[src/rtl/m6502_instr_queue.sv]
// 6502 fetch-side instruction assembler and decoder feeding a DEPTH-entry decoded queue.
// Optional feature macro: M6502_DECODE_ILLEGAL_TRAP_EN (trap unlisted opcodes and stop fetch until flush).
module m6502_instr_queue #(
  parameter int          DEPTH    = 4,
  parameter logic [15:0] RESET_PC = 16'h0000
) (
  input  logic        clk,
  input  logic        reset,
  input  logic        flush,
  input  logic [15:0] flush_pc,
  output logic [15:0] fetch_addr,
  input  logic        in_valid,
  output logic        in_ready,
  input  logic [7:0]  in_data,
  output logic        out_valid,
  input  logic        out_ready,
  output logic [15:0] out_pc,
  output logic [7:0]  out_opcode,
  output logic [15:0] out_operand,
  output logic [1:0]  out_len,
  output logic [2:0]  out_opa,
  output logic [2:0]  out_opb,
  output logic [2:0]  out_alu_op,
  output logic [2:0]  out_dest,
  output logic        out_upd_carry,
  output logic        out_upd_zero,
  output logic        out_upd_overflow,
  output logic        out_illegal
);

  localparam int AW = $clog2(DEPTH);

  localparam logic [2:0] SEL_AREG = 3'd0, SEL_XREG = 3'd1, SEL_YREG = 3'd2;
  localparam logic [2:0] SEL_MEM  = 3'd3, SEL_IMM  = 3'd4, SEL_ONE  = 3'd7;
  localparam logic [2:0] ALU_ADC  = 3'd1, ALU_SBC  = 3'd2;
  localparam logic [2:0] DST_MEM  = 3'd0, DST_AREG = 3'd1, DST_XREG = 3'd2;
  localparam logic [2:0] DST_YREG = 3'd3, DST_NONE = 3'd4;

  typedef enum logic [1:0] {S_OPC, S_OP1, S_OP2} state_t;

  typedef struct packed {
    logic [15:0] pc;
    logic [7:0]  opcode;
    logic [15:0] operand;
    logic [1:0]  len;
    logic [2:0]  opa;
    logic [2:0]  opb;
    logic [2:0]  alu;
    logic [2:0]  dest;
    logic        upd_c;
    logic        upd_z;
    logic        upd_v;
    logic        illegal;
  } entry_t;

  function automatic entry_t decode(input logic [7:0] opc);
    entry_t e;
    e        = '0;
    e.opcode = opc;
    e.len    = 2'd1;
    e.dest   = DST_NONE;
    case (opc)
      8'h00, 8'h18, 8'h38, 8'h58, 8'h60, 8'h78, 8'h8A, 8'hAA, 8'hEA: ;
      8'hC8: begin e.opa = SEL_YREG; e.opb = SEL_ONE; e.alu = ALU_ADC; e.dest = DST_YREG; e.upd_z = 1'b1; end
      8'hCA: begin e.opa = SEL_XREG; e.opb = SEL_ONE; e.alu = ALU_SBC; e.dest = DST_XREG; e.upd_z = 1'b1; end
      8'hE8: begin e.opa = SEL_XREG; e.opb = SEL_ONE; e.alu = ALU_ADC; e.dest = DST_XREG; e.upd_z = 1'b1; end
      8'hA9: begin e.len = 2'd2; e.opa = SEL_IMM; e.dest = DST_AREG; e.upd_z = 1'b1; end
      8'h69: begin
        e.len = 2'd2; e.opa = SEL_AREG; e.opb = SEL_IMM; e.alu = ALU_ADC; e.dest = DST_AREG;
        e.upd_c = 1'b1; e.upd_z = 1'b1; e.upd_v = 1'b1;
      end
      8'h4C: e.len = 2'd3;
      8'hAD: begin e.len = 2'd3; e.opa = SEL_MEM; e.dest = DST_AREG; e.upd_z = 1'b1; end
      8'h8D: begin e.len = 2'd3; e.opa = SEL_AREG; e.dest = DST_MEM; end
      default: begin
`ifdef M6502_DECODE_ILLEGAL_TRAP_EN
        e.illegal = 1'b1;
`endif
      end
    endcase
    return e;
  endfunction

  state_t          r_state;
  entry_t          r_cur;
  entry_t          r_mem [DEPTH];
  logic [AW-1:0]   r_wr_ptr, r_rd_ptr;
  logic [AW:0]     r_count;
  logic [15:0]     r_fetch_addr;
  logic            r_halt;

  entry_t          w_dec, w_entry, w_head;
  logic            w_final, w_full, w_accept, w_push, w_pop;

  // NOTE: every always_comb output gets a default first so no path leaves it unassigned (no latch).
  always_comb begin
    w_dec       = decode(in_data);
    w_entry     = w_dec;
    w_entry.pc  = r_fetch_addr;
    w_final     = (w_dec.len == 2'd1);
    case (r_state)
      S_OP1: begin
        w_entry         = r_cur;
        w_entry.operand = {8'h00, in_data};
        w_final         = (r_cur.len == 2'd2);
      end
      S_OP2: begin
        w_entry               = r_cur;
        w_entry.operand[15:8] = in_data;
        w_final               = 1'b1;
      end
      default: ;
    endcase
  end

  assign w_full   = (r_count == (AW+1)'(DEPTH));
  assign in_ready = !w_full && !flush && !r_halt;
  assign w_accept = in_valid && in_ready;
  assign w_push   = w_accept && w_final;
  assign out_valid = (r_count != '0);
  assign w_pop    = out_valid && out_ready && !flush;

  // NOTE: sequential state uses non-blocking assignments so every register samples pre-edge values.
  always_ff @(posedge clk or posedge reset) begin
    if (reset) begin
      r_state      <= S_OPC;
      r_cur        <= '0;
      r_fetch_addr <= RESET_PC;
      r_wr_ptr     <= '0;
      r_rd_ptr     <= '0;
      r_count      <= '0;
      r_halt       <= 1'b0;
    end else if (flush) begin
      r_state      <= S_OPC;
      r_fetch_addr <= flush_pc;
      r_wr_ptr     <= '0;
      r_rd_ptr     <= '0;
      r_count      <= '0;
      r_halt       <= 1'b0;
    end else begin
      if (w_accept) begin
        r_fetch_addr <= r_fetch_addr + 16'd1;
        if (w_final) begin
          r_state <= S_OPC;
        end else begin
          r_cur   <= w_entry;
          r_state <= (r_state == S_OPC) ? S_OP1 : S_OP2;
        end
      end
      if (w_push && w_entry.illegal) r_halt <= 1'b1;
      if (w_push) r_wr_ptr <= r_wr_ptr + AW'(1);
      if (w_pop)  r_rd_ptr <= r_rd_ptr + AW'(1);
      case ({w_push, w_pop})
        2'b10:   r_count <= r_count + (AW+1)'(1);
        2'b01:   r_count <= r_count - (AW+1)'(1);
        default: ;
      endcase
    end
  end

  // NOTE: queue storage has no reset; the head is masked by out_valid so stale entries never show.
  always_ff @(posedge clk) begin
    if (w_push) r_mem[r_wr_ptr] <= w_entry;
  end

  assign w_head = out_valid ? r_mem[r_rd_ptr] : '0;

  assign fetch_addr       = r_fetch_addr;
  assign out_pc           = w_head.pc;
  assign out_opcode       = w_head.opcode;
  assign out_operand      = w_head.operand;
  assign out_len          = w_head.len;
  assign out_opa          = w_head.opa;
  assign out_opb          = w_head.opb;
  assign out_alu_op       = w_head.alu;
  assign out_dest         = w_head.dest;
  assign out_upd_carry    = w_head.upd_c;
  assign out_upd_zero     = w_head.upd_z;
  assign out_upd_overflow = w_head.upd_v;
  assign out_illegal      = w_head.illegal;

endmodule
[config.mk]
export PLATFORM = sky130hd
export DESIGN_NAME = m6502_instr_queue
export DESIGN_NICKNAME = d
export VERILOG_FILES = /design/src/rtl/m6502_instr_queue.sv
export SDC_FILE = /design/constraint.sdc
export NUM_CORES = 1
export LEC_CHECK = 0
export ABC_AREA = 1
export CAP_MARGIN = 0
export CORE_AREA = 2 2 160 162
export CTS_CLUSTER_DIAMETER = 80
export CTS_CLUSTER_SIZE = 40
export DETAILED_ROUTE_END_ITERATION = 8
export DIE_AREA = 0 0 162 164
export DONT_BUFFER_PORTS = 1
export GPL_ROUTABILITY_DRIVEN = 1
export HOLD_SLACK_MARGIN = 0.08
export PLACE_DENSITY = 0.7
export SLEW_MARGIN = 40
export SYNTH_ARGS = -nofsm -noshare
export SYNTH_HDL_FRONTEND = slang
export SYNTH_SLANG_ARGS = --single-unit
export TNS_END_PERCENT = 50
[constraint.sdc]
create_clock -name clk -period 10 [get_ports clk]
set_clock_uncertainty 0.05 [all_clocks]
set_input_delay 2 -clock clk [delete_from_list [all_inputs] [get_ports clk]]
set_output_delay 2 -clock clk [all_outputs]
set_load 0.005 [all_outputs]
Yosys cells after proc, flatten, opt, wreduce, memory -nomap -nowiden
Memories as Yosys holds them, arrays and structs flattened.
Cells that the tools add are included.
{ "op_classes": {"add_sub_neg": 5, "eq_ne": 15, "mux": 25, "n_bitwise": 2, "n_reduce_logical": 24} }
{ "ops": {"columns": ["op", "n"], "rows": [
  ["$pmux W58 S2", 1],
  ["$mux W58", 1],
  ["$eq A8 B8 Y1 const B", 6],
  ["$mux W16", 2],
  ["$pmux W3 S4", 2],
  ["$pmux W6 S3", 1],
  ["$add A16 B1 Y16 const B", 1],
  ["$eq A8 B7 Y1 const B", 2],
  ["$mux W2", 8],
  ["$reduce_bool A2 Y1", 4],
  ["$logic_and A1 B1 Y1", 7],
  ["$eq A2 B1 Y1 const B", 3],
  ["$eq A2 B2 Y1 const B", 3],
  ["$mux W1", 6],
  ["$pmux W3 S2", 1],
  ["$reduce_bool A3 Y1", 2],
  ["$reduce_or A2 Y1", 3],
  ["$reduce_or A3 Y1", 2],
  ["$reduce_or A6 Y1", 1],
  ["$add A2 B1 Y2 const B", 2],
  ["$pmux W2 S2", 1],
  ["$add A3 B1 Y3 const B", 1],
  ["$eq A3 B3 Y1 const B", 1],
  ["$logic_not A1 Y1", 3],
  ["other kinds (6)", 7]
]} }
{ "word_totals": {"reg_bits": 76, "ram_bits": 232, "in_bits": 29, "out_inout_bits": 76, "wordCells": 90, "mem_count": 1} }
{ "memory_table": {"columns": ["name", "words", "width", "rd", "rd_clocked_by_memory_dff", "wr", "line", "text"], "rows": [
  ["r_mem", 4, 58, 1, 0, 1, "86", "entry_t r_mem [DEPTH];"]
]} }

Depth between registers and ports, before layout
{ "depth": {"ltp_word": 9, "ltp_mapped": 16, "depth_no_buf": 16} }

Least setup slack after synthesis
OpenSTA, ideal clock, no wires.
{ "synth_timing": {"path_type": "input -> register", "from": "in flush", "to": "mem r_mem[0][0] (netlist bit) (enable)", "setup_time_ns": 0.474, "arrival_time_ns": 5.142, "required_time_ns": 9.476, "slack_ns": 4.334, "cell_stages": 5, "path_buffers": 0, "path_cell_list": "inv_1 > nand3_1 > nor2_4 > nand4_4 > nor2_1"} }
{ "synth_between": {"elab_chain_cells": 7} }
{ "synth_lines": {"columns": ["element", "line", "text"], "rows": [
  ["start, declared", "9", "input logic flush,"],
  ["$logic_not A1 Y1", "117", "assign in_ready = !w_full && !flush && !r_halt;"],
  ["$logic_and A1 B1 Y1 (2 in a row)", "117", null],
  ["$logic_and A1 B1 Y1", "118", "assign w_accept = in_valid && in_ready;"],
  ["$logic_and A1 B1 Y1", "119", "assign w_push = w_accept && w_final;"],
  ["$mux W1", "163", "if (w_push) r_mem[r_wr_ptr] <= w_entry;"],
  ["$mux W1 (implied by the code)", "163", null],
  ["end, declared", "86", null]
]} }
Every way passes these cells.

Final worst setup path
{ "layout_timing": {"from": "reg r_rd_ptr[0]", "to": "out out_opcode[6]"} }
{ "layout_between": {"elab_chain_cells": 2} }
{ "layout_lines": {"columns": ["element", "line", "text"], "rows": [
  ["start, declared", "87", "logic [AW-1:0] r_wr_ptr, r_rd_ptr;"],
  ["start signal, assigned", "152", "if (w_pop) r_rd_ptr <= r_rd_ptr + AW'(1);"],
  ["$mem_v2 Z4 W58", null, null],
  ["$mux W58", "166", "assign w_head = out_valid ? r_mem[r_rd_ptr] : '0;"],
  ["end, declared", "18", "output logic [7:0] out_opcode,"]
]} }
Every way passes these cells.

==> results.py <==
metrics = {
    "setup_path": {
        "cpMaxStageDelayCell": "dfrtp_4",
        "path_buf_inv": 2,
        "crit_path_max_fanout": 64,
        "cp-start-kind": "flip-flop",
        "crit_required_ns": 7.95,
        "cp_cell_sequence": "inv_2, buf_4, o21ai_0, a21oi_1",
        "crit_type": "reg -> out",
        "startpoint": "r_rd_ptr[0]$_DFFE_PP0P_",
        "arrival_ns": 3.13,
        "critical-path-top-delay-family": "buffers and inverters",
        "cpPeakStageDelay_ns": 0.74,
        "critPathCaptureType": "output pin",
        "r2r-start": "r_state[0]$_DFFE_PP0P_",
    },
    "timing": {
        "fin_crit_sh": 0.518,
        "finalSetupTns_ns": 0,
        "setup_viol": 0,
        "min_period_ns": 5.18,
        "setup_ws_ns": 4.82,
        "slew_viol_final": 0,
        "rsz0062_at_grt": "false",
        "slew_headroom": 0.466,
        "fmax_mhz": 193,
        "hold_viol": 0,
        "worst_pin_slew_ns": 0.800,
    },
    "cells_and_area": {
        "fillCellCount": 2073,
        "regArea_sq_um": 8870,
        "area_growth_syn_to_layout_pct": 5.18,
        "multi_input_area_sq_um": 3870,
        "final_net_count": 1261,
        "drive_gt1_frac": 0.0902,
        "diodes": 0,
    },
    "grt": {
        "grt_max_degree": 91,
        "grt_pass1_vias": 8564,
        "antenna_found_initial": 0,
        "grt_pass1_wl_microns": 46700,
        "grt_use_total": 0.224,
        "grt.overflow.total": 0,
    },
    "min_path": {
        "hold_start": "r_cur[19]$_DFFE_PP0P_",
        "hp-class": "reg -> reg",
    },
    "clock_tree": {
        "path_clk_slew_ns": 0.13,
        "cts_max_level": 1,
        "clock_latency_ns": 0.53,
        "cts.repair.resized": 0,
        "cts-root-buf": "clkbuf_16",
        "cts_buffers": 14,
        "clock_sinks": 308,
        "cts_tree": "done",
        "clockBufferDepth": 3,
        "postCtsHoldBufs": 0,
        "cts_setup_buffers": 0,
    },
    "yosys": {
        "synthFlopType": "edfxtp_1",
        "synthCells": 1265,
        "yosysMostFrequentCell": "nor2_1",
        "synth.top_cells.by_area": "edfxtp_1 52%, dfrtp_1 14%, nor2_1 7.1%",
        "ys_seq_area_frac": 0.658,
        "synth_warnings": 0,
        "syn_nets": 1303,
        "synth_top_area_cell": "edfxtp_1",
        "syn_avg_cell_area_sq_um": 10.7,
        "synth-edff-count": 232,
        "ys_async_sr_fraction": 0.247,
        "synth_top_area_share": 0.517,
        "yosysUniqueCellTypes": 44,
        "netlist_area_sq_um": 13500,
        "ys_ff_latch": 308,
        "synth_common_cells": "256 x nor2_1, 232 x edfxtp_1, 171 x nand2_1",
    },
    "floorplanning": {
        "chipWidth_microns": 162,
        "core_area_sq_um": 24800,
        "rows": 58,
        "initial_utilization": 0.543,
        "die_h_microns": 164,
        "ios": 105,
        "die-area_sq_um": 26600,
    },
    "routing": {
        "drc": 0,
        "route.vias.total": 8817,
        "drtAntennaViolNets": 0,
        "dr.pass1.iters": 6,
        "routed_wl_microns": 29500,
        "drt_iter0_markers": 807,
        "wire_per_inst_microns": 18.9,
        "viasPerCell": 5.65,
    },
    "status": {
        "status": "completed",
    },
    "placed_design": {
        "place_congestion": 0.840,
        "numPortBuffers": 0,
        "dp_slack_ns": 5.37,
        "dp_hpwl_microns": 17100,
    },
    "power": {
        "power.leakage_nw": 5.36,
        "ir_worst_vdd_mv": 0.134,
        "power_density_nw_per_um2": 185,
    },
    "job": {
        "max_cap_violations": 0,
    },
}
-- worst register-to-register path, cell delays in order (launching register included) --
cell and delay [ns]:
dfrtp_1 0.41, inv_1 0.12, ha_1 0.64, inv_1 0.13
nand3_1 0.16, nand4_4 0.27, nand2_4 0.20, inv_1 0.07
fa_1 0.37, xnor2_1 0.21, inv_1 0.06, nand2_1 0.07
nand2_1 0.04, nand2_1 0.06, nand2_1 0.05
-- state kept, by name (all words and copies together), names as in the netlist --
| register | cells |
|---|---|
| fetch_addr | 16 |
| r_count | 3 |
| r_wr_ptr | 2 |
| r_mem | 232 |
| r_cur | 50 |
| r_rd_ptr | 2 |
| r_halt | 1 |
| r_state | 2 |
-- cells by family after synthesis --
logic type,after synthesis,share of synthesized area
AO/OA/AOI/OAI,292,0.126
adder cells (fa/ha/maj),9,0.00891
XOR/XNOR,12,0.00780
flip-flops,308,0.658
AND/OR/NAND/NOR,472,0.142
buffers and inverters,172,0.0576
-- worst paths after layout --
kind | endpoint | slack, ns | cells past startpoint
setup reg to reg | r_count[2]$_DFFE_PP0P_ | 6.94 | 14
hold / removal | r_cur[19]$_DFFE_PP0P_ | 0.45 | 2
hold reg to reg | r_cur[19]$_DFFE_PP0P_ | 0.45 | 2
max in group asynchronous | r_rd_ptr[0]$_DFFE_PP0P_ | 7.87 | 2
min in group asynchronous | fetch_addr[15]$_DFFE_PP0P_ | 1.47 | 2
setup / recovery | out_opcode[6] | 4.82 | 4
-- metrics by stage --
stage	util	power [mW]	instances	hold WS [ns]	cell area [sq um]
6_report	0.571	2.62	1561	0.450	14200
5_1_grt	0.571	2.74	1561	0.461	14200
4_1_cts	0.571	2.64	1561	0.447	14200
3_5_place_dp	0.550	1.92	1537	0.416	13700
3_3_place_gp	0.550	1.90	1537	0.411	13600
2_1_floorplan	-	1.82	1265	0.399	13500
-- placed cells by master (no fill, tap or decap), types with 10 or more instances in the layout --
master	synthesis	final
a21oi_1	72	72
clkbuf_16	0	15
dfrtp_1	76	74
edfxtp_1	232	232
inv_1	93	92
nand2_1	171	171
nand3_1	20	20
nor2_1	256	252
o211ai_1	11	11
o21ai_0	136	136
o21ai_2	40	40
o22ai_1	22	22
xor2_1	10	10
-- power by group --
group	switching [mW]	internal (mW)
Clock	0.435	0.305
Sequential	0.0502	1.48
Combinational	0.240	0.115
Total	0.726	1.90
-- cell type report --
| type | instances | share of cell area |
|---|---|---|
| sequential | 308 | 0.626 |
| multi-input combinational | 785 | 0.273 |
| tap | 330 | 0.0291 |
| inverter | 102 | 0.0278 |
| clock buffer | 16 | 0.0267 |
| clock inverter | 8 | 0.00971 |
| timing repair buffer | 12 | 0.00768 |
-- layer usage --
metal,vias up,share of wire,track usage
met5,-,0,0
met4,0,0.021,0.0547
met3,44,0.068,0.0351
met2,297,0.49,0.379
met1,4288,0.42,0.307
li1,4188,-,-
(Power assumes the default switching activity.)
